[config.mk]
export PLATFORM = sky130hd
export DESIGN_NAME = reg_file_issue
export DESIGN_NICKNAME = d
export VERILOG_FILES = /design/src/rtl/reg_file_issue_pkg.sv /design/src/rtl/reg_file_4x4.sv /design/src/rtl/reg_file_issue.sv
export SDC_FILE = /design/constraint.sdc
export NUM_CORES = 1
export LEC_CHECK = 0
export CORE_MARGIN = 2
export CORE_UTILIZATION = 38
export DETAILED_ROUTE_END_ITERATION = 7
export PLACE_DENSITY = 0.71
export SLEW_MARGIN = 20
export SYNTH_ARGS = -nofsm -noshare
export SYNTH_HDL_FRONTEND = slang
export SYNTH_SLANG_ARGS = --single-unit
export TNS_END_PERCENT = 1
[constraint.sdc]
create_clock -name clk -period 1.9 [get_ports clk]
set_input_delay 0.38 -clock clk [delete_from_list [all_inputs] [get_ports clk]]
set_output_delay 0.38 -clock clk [all_outputs]
set_load 0.02 [all_outputs]
[src/rtl/reg_file_issue_pkg.sv]
// Shared types and constants for the reg_file_issue slice: opcodes, instruction
// field positions and the data/address widths of the 4x4 register file.
package reg_file_issue_pkg;

  localparam int DATA_W  = 4;
  localparam int ADDR_W  = 2;
  localparam int INSTR_W = 9;

  localparam int OP_MSB    = 8;
  localparam int OP_LSB    = 6;
  localparam int DST_MSB   = 5;
  localparam int DST_LSB   = 4;
  localparam int SRC_S_MSB = 3;
  localparam int SRC_S_LSB = 2;
  localparam int SRC_T_MSB = 1;
  localparam int SRC_T_LSB = 0;

  typedef enum logic [2:0] {
    OP_ADD     = 3'b000,
    OP_ADD_NOT = 3'b001,
    OP_INC     = 3'b010,
    OP_NOR     = 3'b011,
    OP_NAND    = 3'b100,
    OP_SHR2    = 3'b101,
    OP_SHL1    = 3'b110,
    OP_MUL     = 3'b111
  } opcode_e;

  typedef logic [DATA_W-1:0] data_t;
  typedef logic [ADDR_W-1:0] addr_t;

  typedef struct packed {
    opcode_e op;
    addr_t   dst;
    addr_t   src_s;
    addr_t   src_t;
  } instr_t;

  function automatic instr_t unpack_instr(input logic [INSTR_W-1:0] raw);
    instr_t f;
    f.op    = opcode_e'(raw[OP_MSB:OP_LSB]);
    f.dst   = raw[DST_MSB:DST_LSB];
    f.src_s = raw[SRC_S_MSB:SRC_S_LSB];
    f.src_t = raw[SRC_T_MSB:SRC_T_LSB];
    return f;
  endfunction

endpackage

[src/rtl/reg_file_4x4.sv]
// Four 4-bit registers: two combinational operand read ports, a debug read
// port and one synchronous write port; async active-low reset to RESET_VAL.
module reg_file_4x4
  import reg_file_issue_pkg::*;
#(
  parameter int    NUM_REGS  = 4,
  parameter data_t RESET_VAL = 4'h0
) (
  input  logic  clk,
  input  logic  rst_n,
  input  logic  we,
  input  addr_t waddr,
  input  data_t wdata,
  input  addr_t raddr_s,
  output data_t rdata_s,
  input  addr_t raddr_t,
  output data_t rdata_t,
  input  addr_t dbg_addr,
  output data_t dbg_data
);

  data_t regs [NUM_REGS];

  // NOTE: this array is only four flops, so it is reset like ordinary state;
  // a real RAM macro could not be cleared this way.
  always_ff @(posedge clk or negedge rst_n) begin
    if (!rst_n) begin
      for (int i = 0; i < NUM_REGS; i++) regs[i] <= RESET_VAL;
    end else if (we) begin
      regs[waddr] <= wdata;
    end
  end

  assign rdata_s  = regs[raddr_s];
  assign rdata_t  = regs[raddr_t];
  assign dbg_data = regs[dbg_addr];

endmodule

[src/rtl/reg_file_issue.sv]
// Register-file read / issue stage feeding a combinational execute unit and
// writing its result back. Define REG_FILE_FORWARD_EN to bypass ex_rd into the
// operand reads instead of stalling on a read-after-write hazard.
module reg_file_issue
  import reg_file_issue_pkg::*;
#(
  parameter int    NUM_REGS  = 4,
  parameter data_t RESET_VAL = 4'h0
) (
  input  logic               clk,
  input  logic               rst_n,
  input  logic               instr_valid,
  output logic               instr_ready,
  input  logic [INSTR_W-1:0] instr,
  output logic               ex_valid,
  output logic [2:0]         ex_op_code,
  output logic [DATA_W-1:0]  ex_rs,
  output logic [DATA_W-1:0]  ex_rt,
  input  logic [DATA_W-1:0]  ex_rd,
  output logic               wb_valid,
  output logic [ADDR_W-1:0]  wb_addr,
  output logic [DATA_W-1:0]  wb_data,
  input  logic [ADDR_W-1:0]  dbg_addr,
  output logic [DATA_W-1:0]  dbg_data
);

  instr_t  in_f;
  data_t   arr_s, arr_t;
  data_t   rd_s, rd_t;
  logic    accept;

  logic    is_valid;
  opcode_e is_op;
  addr_t   is_dst;
  data_t   is_rs, is_rt;

  assign in_f = unpack_instr(instr);

  reg_file_4x4 #(
    .NUM_REGS  (NUM_REGS),
    .RESET_VAL (RESET_VAL)
  ) u_rf (
    .clk      (clk),
    .rst_n    (rst_n),
    .we       (is_valid),
    .waddr    (is_dst),
    .wdata    (ex_rd),
    .raddr_s  (in_f.src_s),
    .rdata_s  (arr_s),
    .raddr_t  (in_f.src_t),
    .rdata_t  (arr_t),
    .dbg_addr (dbg_addr),
    .dbg_data (dbg_data)
  );

`ifdef REG_FILE_FORWARD_EN
  // The in-flight result is this cycle's ex_rd, so bypass it over the stale array value.
  assign rd_s        = (is_valid && (in_f.src_s == is_dst)) ? ex_rd : arr_s;
  assign rd_t        = (is_valid && (in_f.src_t == is_dst)) ? ex_rd : arr_t;
  assign instr_ready = rst_n;
`else
  logic hazard;
  assign hazard      = is_valid && instr_valid &&
                       ((in_f.src_s == is_dst) || (in_f.src_t == is_dst));
  assign rd_s        = arr_s;
  assign rd_t        = arr_t;
  assign instr_ready = rst_n && !hazard;
`endif

  assign accept = instr_valid && instr_ready;

  // NOTE: clocked state uses non-blocking assignments so every flop samples
  // pre-edge values regardless of statement order.
  always_ff @(posedge clk or negedge rst_n) begin
    if (!rst_n) begin
      is_valid <= 1'b0;
      is_op    <= OP_ADD;
      is_dst   <= '0;
      is_rs    <= '0;
      is_rt    <= '0;
    end else begin
      is_valid <= accept;
      if (accept) begin
        is_op  <= in_f.op;
        is_dst <= in_f.dst;
        is_rs  <= rd_s;
        is_rt  <= rd_t;
      end
    end
  end

  // Writeback mirror: address/data hold the last write between pulses.
  always_ff @(posedge clk or negedge rst_n) begin
    if (!rst_n) begin
      wb_valid <= 1'b0;
      wb_addr  <= '0;
      wb_data  <= '0;
    end else begin
      wb_valid <= is_valid;
      if (is_valid) begin
        wb_addr <= is_dst;
        wb_data <= ex_rd;
      end
    end
  end

  // NOTE: every output gets a default before the conditional so no latch is inferred.
  always_comb begin
    ex_valid   = is_valid;
    ex_op_code = '0;
    ex_rs      = '0;
    ex_rt      = '0;
    if (is_valid) begin
      ex_op_code = is_op;
      ex_rs      = is_rs;
      ex_rt      = is_rt;
    end
  end

endmodule

==> impl_metrics.toml, run 1 <==
[run_status]
status = "finished clean"

[setup_path]
crit_required_ns = 1.52
critical_path.max_stage_delay_ns = 0.58
crit_type = "input port to output port"
cp_cell_sequence = "clkdlybuf4s50_1 -> mux4_2 -> buf_6"
rr_startpoint = "is_dst[1]"
r2r_slack_ns = 0.15
crit_path_start_kind = "input port"
critPathCaptureType = "output port"
arrival_ns = 1.47
cp_slowest_cell = "clkdlybuf4s50_1"
worst-r2r-cell-count = 6
crit_fanout = 4
regToRegEndpoint = "is_rt[0]"

[sta]
max_freq_mhz = 542
post-route-worst-setup-slack_ns = 0.0537
maxSlewHeadroom_pct = 69.1
hold_violations = 0
skew_ns = 0.00349
slew_violations = 0
rsz0062_at_grt = "false"
fin_crit_sh_pct = 97.2
worstMarginPinSlew_ns = 0.463
setup_viol = 0
fin_tns_setup_ns = 0
post-route-min-period_ns = 1.85

[cts]
cts_made_buffers = 5
cts_tree = "built"
clockBufferDepth = 2
clkLatencyLatePin_ns = 0.29
cts_root_buf = "clkbuf_8"
htreeDepth = 2
cts_sinks = 37
clkTransAtPathRegs_ns = 0.07
cts_hold_buf = 0

[floorplan]
rows = 25
core-area_um2 = 4790
die_y_um = 74.8
start_util_pct = 39.8
fp.dieW_um = 74.8
die_area_um2 = 5590
pin_count = 42

[placement]
dp.cells = 231
pre_cts_ws_ns = -0.572
io_buffer_count = 41
routabilityCongestion = 0.682
place_area_um2 = 2440
post-dp-hpwl_mm = 2.95

[final_layout]
synthToLayoutAreaGrowth_pct = 33.8
final_cell_mix = "dfrtp_1 (37), mux2_2 (26), clkdlybuf4s50_1 (18)"
layout.cells.non_filler = 240
drive_gt1_share_pct = 41.0
final_cell_area_um2 = 2550
fin_util_pct = 53.2
nets = 190
final_common_cell = "dfrtp_1"
insertedDiodeCount = 0

[power]
powerDensity_nw_per_um2 = 1230
irDropWorstVdd_uv = 770
leakage_nw = 1.20

[flow_run]
max-cap-violations = 0

[global_routing]
antenna_found_initial = 0
overflow = 0
grtUsageTotal_pct = 15.0
grt_pass1_wl_mm = 6.06
grt_pass1_vias = 1228
grt_max_degree = 38

[drt]
wire_per_inst_um = 15.9
dr.pass1.iters = 4
drcViolationCount = 0
ant_nets = 0
vias = 1184
drt_first_iter_violations = 69
drt-total-wl_mm = 3.82
viasPerCell = 4.93

[synth]
synth_cell_type_count = 21
ys.flop_type = "dfrtp_1"
synthesis.nets = 133
netlist_instances = 115
ys_seq_area_share_pct = 48.7
synth_top_area_cell = "dfrtp_1"
async_reset_ff_share_pct = 100
syn_area_um2 = 1900
synth_top_area_share_pct = 48.7
syn_avg_cell_area_um2 = 16.5
synth_edf_count = 0
ys_ff_latch = 37
synth_warnings = 0
synthTopCellsByArea = "dfrtp_1 (49%), mux2_2 (15%), mux4_1 (11%)"

[min_path]
hp-class = "input port to async pin"
[cell families after synthesis]
logic type | count (synthesis) | synth area share, %
simple gates | 16 | 5.26
buf+inv | 8 | 4.14
flops | 37 | 48.7
mux | 47 | 38.3
xor+xnor | 4 | 1.84
compound gates | 3 | 1.84
[critical path: cells and delay by family]
kind                   cells  cell delay, ns
muxes                      1            0.36
buffers and inverters      2            0.73
[sequential cells by signal (all words and copies together) (netlist names)]
signal	count
is_rs	4
is_rt	4
u_rf.regs	16
wb_valid	1
is_op	3
ex_valid	1
is_dst	2
wb_data	4
wb_addr	2
[repair_timing]
| item | CTS | global route |
|---|---|---|
| pin swaps | 2 | 5 |
| buffers inserted | 0 | 1 |
| endpoints found under the setup margin | 15 | 3 |
| gates resized for setup | 38 | 6 |
[per-stage QoR]
step                power [mW]  hold slack [ns]
finish                    3.13            0.197
global route              3.30            0.234
CTS                       3.15            0.209
detailed placement        2.59            0.495
global placement          2.52            0.485
floorplan                 2.11           0.0844
[layer usage]
metal,wire (um),vias up,global-route usage (%)
met3,175,7,3.61
li1,-,546,-
met5,0,-,0
met4,72,0,7.14
met2,1890,33,24.0
met1,1680,598,19.3
[worst max-delay path by stage]
stage                      startpoint            end  slack [ns]  depth (start not counted)
final                     dbg_addr[1]    dbg_data[2]        0.05                          3
after global routing        is_dst[1]    instr_ready        0.04                          4
after CTS                    instr[3]    instr_ready       -0.09                          5
after detailed placement     instr[3]    instr_ready       -0.57                          5
after global placement    dbg_addr[0]    dbg_data[3]       -0.53                          4
after floorplan              ex_valid  ex_op_code[0]        0.26                          3
[synth_stat cells, drive strengths merged, types with 2 or more instances]
master / number
dfrtp: 37
mux2: 35
and2: 11
mux4: 12
nand3b: 2
xor2: 4
clkbuf: 3
buf: 4
[area by class of cell]
cell class                 instances  area (um2)
multi-input combinational         70         898
fill                             400        2240
sequential                        37         926
timing repair buffer              57         533
clock buffer                       7        96.3
inverter                           1        3.75
clock inverter                     1        5.00
tap                               67        83.8
[where the power goes]
group          switching, mW  internal [mW]  total (mW)
clock                  0.265          0.327       0.592
sequential             0.253           1.11        1.36
combinational          0.434          0.743        1.18
total                  0.951           2.18        3.13
(Power assumes the default switching activity.)
==> run 2: changes to the inputs <==
- CTS_CLUSTER_SIZE: default -> 30
==> results of run 2 <==
No change in the layout: final DEF, timing and power equal those of run 1.
==> run 3: changes to the inputs <==
- CAP_MARGIN: default -> 20
- CORE_ASPECT_RATIO: default -> 1.25
- GPL_TIMING_DRIVEN: default -> 0
==> impl_metrics.toml, run 3 (synthesis gave the netlist of run 1 again) <==
[run_status]
status = "finished clean"

[setup_path]
critPathBufInv = 2
crit_path_start_kind = "register"
critical_path.max_stage_delay_ns = 0.37
crit_type = "register to output port"
crit_fanout = 8
critPathTopFamily = "flip-flops"
cp_cell_sequence = "clkbuf_8 -> xor2_1 -> o22ai_2 -> a31oi_1 -> buf_4"
arrival_ns = 1.48
crit_required_ns = 1.52
critPathCaptureType = "output port"
cp_slowest_cell = "dfrtp_1"

[placement]
place_area_um2 = 2390
io_buffer_count = 39
routabilityCongestion = 0.729
post-dp-hpwl_mm = 2.92

[drt]
ant_nets = 0
drt_first_iter_violations = 38
viasPerCell = 5.17
wire_per_inst_um = 16.8
drt-total-wl_mm = 3.75
dr.pass1.iters = 4
drcViolationCount = 0
vias = 1154

[final_layout]
drive_gt1_share_pct = 42.9
largest_reg_flops = 16
synthToLayoutAreaGrowth_pct = 31.0
largest_register = "u_rf.regs"
fin_util_pct = 52.3
final_cell_mix = "dfrtp_1 (36), mux2_2 (26), clkdlybuf4s50_1 (18)"
final_cell_area_um2 = 2490
final_common_cell = "dfrtp_1"
insertedDiodeCount = 0
nets = 181

[cts]
cts_sinks = 37
cts_root_buf = "clkbuf_8"
cts_made_buffers = 5
clkTransAtPathRegs_ns = 0.07
clockBufferDepth = 2
clkLatencyLatePin_ns = 0.29
htreeDepth = 2
cts_tree = "built"

[global_routing]
overflow = 0
grt_max_degree = 21
grt_use_met2_pct = 25.3
grtUsageMet1_pct = 18.7
grt_pass1_wl_mm = 6.33
grt_use_met3_pct = 4.07
grtUsageTotal_pct = 15.4
grt_pass1_vias = 1247
antenna_found_initial = 0
grt_busiest_layer = "met2"

[power]
swShare_pct = 30.2
powerDensity_nw_per_um2 = 1220
intPower_mw = 2.12
p_sw_uw = 918
clkPwrFrac_pct = 17.7
irDropWorstVdd_uv = 663
leakage_nw = 1.06
pwr-share-seq_pct = 44.1
combPwrFrac_pct = 38.1

[flow_run]
max-cap-violations = 0

[sta]
post-route-min-period_ns = 1.86
setup_viol = 0
skew_ns = 0.00468
worstMarginPinSlew_ns = 0.762
hold_violations = 0
fin_crit_sh_pct = 98.0
slew_violations = 0
max_freq_mhz = 537
rsz0062_at_grt = "true"
maxSlewHeadroom_pct = 49.1

[floorplan]
fp.dieW_um = 67.3
start_util_pct = 39.9
pin_count = 42
die_area_um2 = 5590
die_y_um = 83.1
rows = 28
core-area_um2 = 4760

[min_path]
hp-class = "input port to async pin"
## run 3: cell types whose count changed in the layout (fill, tap and decap cells not counted), sizes merged
cell           change
clkinv             -1
dlymetal6s2s       -6
dlygate4sd2        -6
clkbuf             +5
clkdlybuf4s15     +11
buf               -13
## run 3: power by group through the flow
stage / sequential [mW] / combinational, mW / clock (mW)
2_1_floorplan: 1.31 / 0.797 / 0
5_1_grt: 1.39 / 1.23 / 0.596
4_1_cts: 1.34 / 1.18 / 0.564
3_3_place_gp: 1.31 / 1.18 / 0
3_5_place_dp: 1.36 / 1.21 / 0
6_report: 1.34 / 1.16 / 0.539
## run 3: layer usage
| metal | wire, um | part of all wire (%) |
|---|---|---|
| met5 | 0 | 0 |
| met4 | 65 | 1.7 |
| met3 | 153 | 4.1 |
| met2 | 2020 | 54 |
| met1 | 1510 | 40 |
## run 3: worst reg2reg max path, delay by kind of cell, from the launching register on
family        cells  cell delay [ns]
flops             1             0.39
simple gates      1             0.64
buf+inv           1             0.15
mux               1             0.42
## run 3: through the flow
stage | total power, mW | hold slack [ns] | TNS (ns) | worst slack (ns) | cells
global placement | 2.49 | 0.486 | -36.88 | -1.41 | 214
detailed placement | 2.57 | 0.367 | -10.83 | -0.640 | 215
CTS | 3.09 | 0.0545 | 0 | 0.00205 | 222
global route | 3.22 | 0.0675 | -0.0274 | -0.0274 | 223
floorplan | 2.11 | 0.0844 | 0 | 0.263 | 115
finish | 3.04 | 0.0434 | 0 | 0.0376 | 223
## run 3: timing repair
item / CTS / global route
setup buffers: 0 / 1
gates cloned: 0 / 0
gates resized for setup: 53 / 6
hold endpoints to repair: 0 / 0
hold buffers: 0 / 0
setup endpoints to repair: 25 / 12
## run 3: layout make-up
class	instances	area, um2
inverters	1	3.75
repair buffers	41	407
flip-flops and latches	37	927
clock buffers	7	86.3
fillers	420	2270
multi-input cells	70	898
well taps	60	75.1
plain buffers	7	95.1
## run 3: path summary, 6_finish.rpt
check / endpoint / depth (start not counted) / slack (ns) / start
setup / recovery: instr_ready / 5 / 0.04 / is_dst[0]
hold / removal: wb_addr[0] / 1 / 0.04 / rst_n
setup reg to reg: u_rf.regs[12] / 3 / 0.19 / ex_valid
hold reg to reg: is_rt[1] / 1 / 0.50 / is_rt[1]
max in group asynchronous: u_rf.regs[8] / 2 / 1.41 / rst_n
min in group clk: is_rt[1] / 1 / 0.50 / is_rt[1]
